**config.mk**
```make
export PLATFORM = sky130hd
export DESIGN_NAME = gearbox_32_33
export DESIGN_NICKNAME = d
export VERILOG_FILES = /design/src/rtl/gearbox_32_33.sv
export SDC_FILE = /design/constraint.sdc
export NUM_CORES = 1
export LEC_CHECK = 0
export CORE_AREA = 2 2 128 130
export DETAILED_ROUTE_END_ITERATION = 7
export DIE_AREA = 0 0 130 132
export PLACE_DENSITY_LB_ADDON = 0.12
export SLEW_MARGIN = 25
export SYNTH_ARGS = -nofsm -noshare
export SYNTH_HDL_FRONTEND = slang
export SYNTH_SLANG_ARGS = --single-unit
```
**constraint.sdc**
```tcl
create_clock -name clk -period 8.7 [get_ports clk]
set_input_delay 1.74 -clock clk [delete_from_list [all_inputs] [get_ports clk]]
set_output_delay 1.74 -clock clk [all_outputs]
set_load 0.005 [all_outputs]
```
**src/rtl/gearbox_32_33.sv**
```systemverilog
// gearbox_32_33: 32-bit to 33-bit LSB-first rate converter.
// RX side, between lane deserializer and 33-bit framing.
module gearbox_32_33 (
  input  logic        clk,
  input  logic        srst,
  input  logic [31:0] din,
  input  logic        din_valid,
  output logic        din_ready,
  output logic [32:0] dout,
  output logic        dout_valid,
  input  logic        dout_ready,
  output logic [6:0]  fill
);

  logic [63:0] storage;
  logic [63:0] storage_nxt;
  logic [6:0]  fill_nxt;
  logic [63:0] din_w;
  logic        acc;
  logic        pop;

  assign din_w      = {32'd0, din};
  assign dout_valid = (fill >= 7'd33);
  assign dout       = storage[32:0];
  // A same-cycle pop frees room, so dout_ready feeds straight through.
  assign din_ready  = !srst && ((fill <= 7'd32) || dout_ready);
  assign acc        = din_valid && din_ready;
  assign pop        = dout_valid && dout_ready;

  // Next storage/fill from the accept/pop combination.
  always_comb begin
    storage_nxt = storage;
    fill_nxt    = fill;
    unique case ({acc, pop})
      2'b01: begin
        storage_nxt = storage >> 33;
        fill_nxt    = fill - 7'd33;
      end
      2'b10: begin
        storage_nxt = storage | (din_w << fill);
        fill_nxt    = fill + 7'd32;
      end
      2'b11: begin
        storage_nxt = (storage >> 33)
                    | (din_w << (fill - 7'd33));
        fill_nxt    = fill - 7'd1;
      end
      default: begin
        storage_nxt = storage;
        fill_nxt    = fill;
      end
    endcase
  end

  // State register with synchronous clear.
  always_ff @(posedge clk) begin
    if (srst) begin
      storage <= '0;
      fill    <= '0;
    end else begin
      storage <= storage_nxt;
      fill    <= fill_nxt;
    end
  end

endmodule

```
==> results.py <==
metrics = {
    "logic_synthesis": {
        "async_reset_ff_share_pct": 0,
        "avgSynthCellArea_um2": 8.33,
        "synth_top_cell_by_area": "mux4_2",
        "synthCells": 1031,
        "synth_edf_count": 0,
        "synth_area_mm2": 0.00859,
        "synth.distinct_cells": 72,
        "ys_seq_area_share_pct": 16.5,
        "yosysTopAreaCellShare_pct": 17.6,
        "synth-main-ff-cell": "dfxtp_1",
        "ys_seq_elements": 71,
        "postSynthNetCount": 1072,
        "synth_warnings": 0,
        "synth_area_leaders": "mux4_2, dfxtp_1, mux2i_1",
    },
    "clock_tree": {
        "cts_setup_buffers": 0,
        "cts_resized": 0,
        "clock_path_buffers": 2,
        "postCtsHoldBufs": 0,
        "cts_sinks": 71,
        "numCtsBuffers": 9,
        "clk_pin_slew_worst_paths_ns": 0.06,
        "htree_levels": 3,
        "cts_tree": "yes",
        "insertion_delay_ns": 0.36,
        "cts-root-buf": "clkbuf_16",
    },
    "global_route": {
        "grt_pass1_vias": 8350,
        "antenna_found_initial": 0,
        "grt_usage_pct": 44.0,
        "grt_max_degree": 64,
        "overflow": 0,
        "grt_pass1_wl_um": 55700,
    },
    "placed_design": {
        "placed_area_mm2": 0.00910,
        "dp_hpwl_um": 28100,
        "port_buffers": 77,
        "place.gp.congestion": 1.05,
    },
    "drt": {
        "drc": 0,
        "wl_per_cell_um": 30.6,
        "dr.pass1.iters": 7,
        "dr_total_vias": 9274,
        "drt_iter0_drc": 1683,
        "viasPerCell": 7.50,
        "routed_wl_um": 37800,
        "postRouteAntennaNets": 0,
    },
    "sta": {
        "relSlewSlack_pct": 27.5,
        "rsz0062_at_grt": "false",
        "fmax_mhz": 194,
        "setup_viol": 0,
        "whs_ns": 0.512,
        "worstMarginPinSlew_ns": 1.09,
        "finalHoldViolCount": 0,
        "fin_crit_ns": 5.16,
        "slew_viol_final": 0,
        "skew_ns": 0.0138,
        "min_period_over_period_pct": 59.4,
        "fin_tns_setup_ns": 0,
    },
    "run": {
        "max-cap-violations": 0,
    },
    "cells_and_area": {
        "fin_nets": 1056,
        "stdcell_area_mm2": 0.00943,
        "area_growth_pct": 9.77,
        "seqCellArea_mm2": 0.00143,
        "utilization_pct": 60.0,
        "antenna_cells": 0,
        "final.fill_count": 1415,
        "layout-drive-gt1-share_pct": 17.5,
        "multi_input_area_mm2": 0.00643,
    },
    "floorplan": {
        "coreArea_mm2": 0.0157,
        "rows": 46,
        "io_pins": 78,
        "die_h_um": 132,
        "start_util_pct": 54.7,
        "die_x_um": 130,
        "die_area_mm2": 0.0172,
    },
    "critical_path": {
        "required_ns": 6.96,
        "cp-end-kind": "output pin",
        "path_class": "in2out",
        "crit_arrival_ns": 3.42,
        "critPathLaunchType": "primary input",
        "crit_fanout": 8,
    },
    "outcome": {
        "status": "complete, no violations",
    },
    "min_path": {
        "hp-class": "reg2reg",
    },
}
## state kept, by name (all words and copies together), names as in the netlist
name     count
storage     64
fill         7
## per-stage QoR
stage / setup WS, ns / cells
4_1_cts: 3.55 / 1236
2_1_floorplan: 4.34 / 1031
3_5_place_dp: 3.54 / 1220
5_1_grt: 3.44 / 1236
3_3_place_gp: 3.55 / 1220
6_report: 3.54 / 1236
## kinds of logic after synthesis
group | share of synthesized area [%]
AO/OA/AOI/OAI | 22.3
XOR/XNOR | 1.41
adder cells (fa/ha/maj) | 0.728
buffers and inverters | 9.29
flip-flops | 16.5
multiplexers | 32.1
AND/OR/NAND/NOR | 17.7
## synthesized netlist by cell type, types with 16 or more instances
master    instances
o21ai_0          44
dfxtp_1          71
a21oi_1          63
mux2i_1          74
nor2_1           91
mux4_2           67
buf_2            38
a31oi_1          16
nor3_1           29
nand3_1          22
nand2_1         135
o22ai_1          29
clkbuf_1         27
buf_4            46
mux2_2           40
a22oi_1          19
## cells in the final DEF, fill, tap and decap left out, types with 19 or more instances in the layout
master,n
nand2_1,135
a21oi_1,63
o22ai_1,29
clkdlybuf4s50_1,76
mux2i_1,74
mux2_2,40
nor3_1,29
mux4_2,67
a22oi_1,19
buf_4,21
nor2_1,91
dfxtp_1,67
nand3_1,22
o21ai_0,44
## worst paths after layout
check / start / to / slack [ns] / depth (start not counted)
min: storage[31]$_SDFFE_PP0P_ / storage[31]$_SDFFE_PP0P_ / 0.51 / 1
min reg2reg: storage[31]$_SDFFE_PP0P_ / storage[31]$_SDFFE_PP0P_ / 0.51 / 1
max reg2reg: fill[0]$_SDFFE_PP0P_ / storage[39]$_SDFFE_PP0P_ / 4.78 / 9
max: dout_ready / din_ready / 3.54 / 5
## worst max-delay path, cell delays in order
cell and delay, ns:
clkdlybuf4s50_1 0.54, or2_2 0.39, a21oi_1 0.22, nor2_1 0.06, clkdlybuf4s50_1 0.47
## area by class of cell
type | count | share of cell area [%]
clock buffers | 9 | 2.39
well taps | 216 | 2.87
clock inverters | 7 | 1.07
inverters | 13 | 0.518
multi-input cells | 822 | 68.2
flip-flops and latches | 71 | 15.2
repair buffers | 98 | 9.79
## routing by layer
metal	wire length (um)	share of wire (%)	vias up	GRT usage (%)
met4	2600	6.9	0	23.7
met3	5130	14	153	11.8
met5	0	0	-	0
li1	-	-	3885	-
met2	15800	42	865	62.8
met1	14300	38	4371	60.5
Power is not shown: default switching activity piles up to over one toggle a cycle in this logic, so the estimate is an artifact.
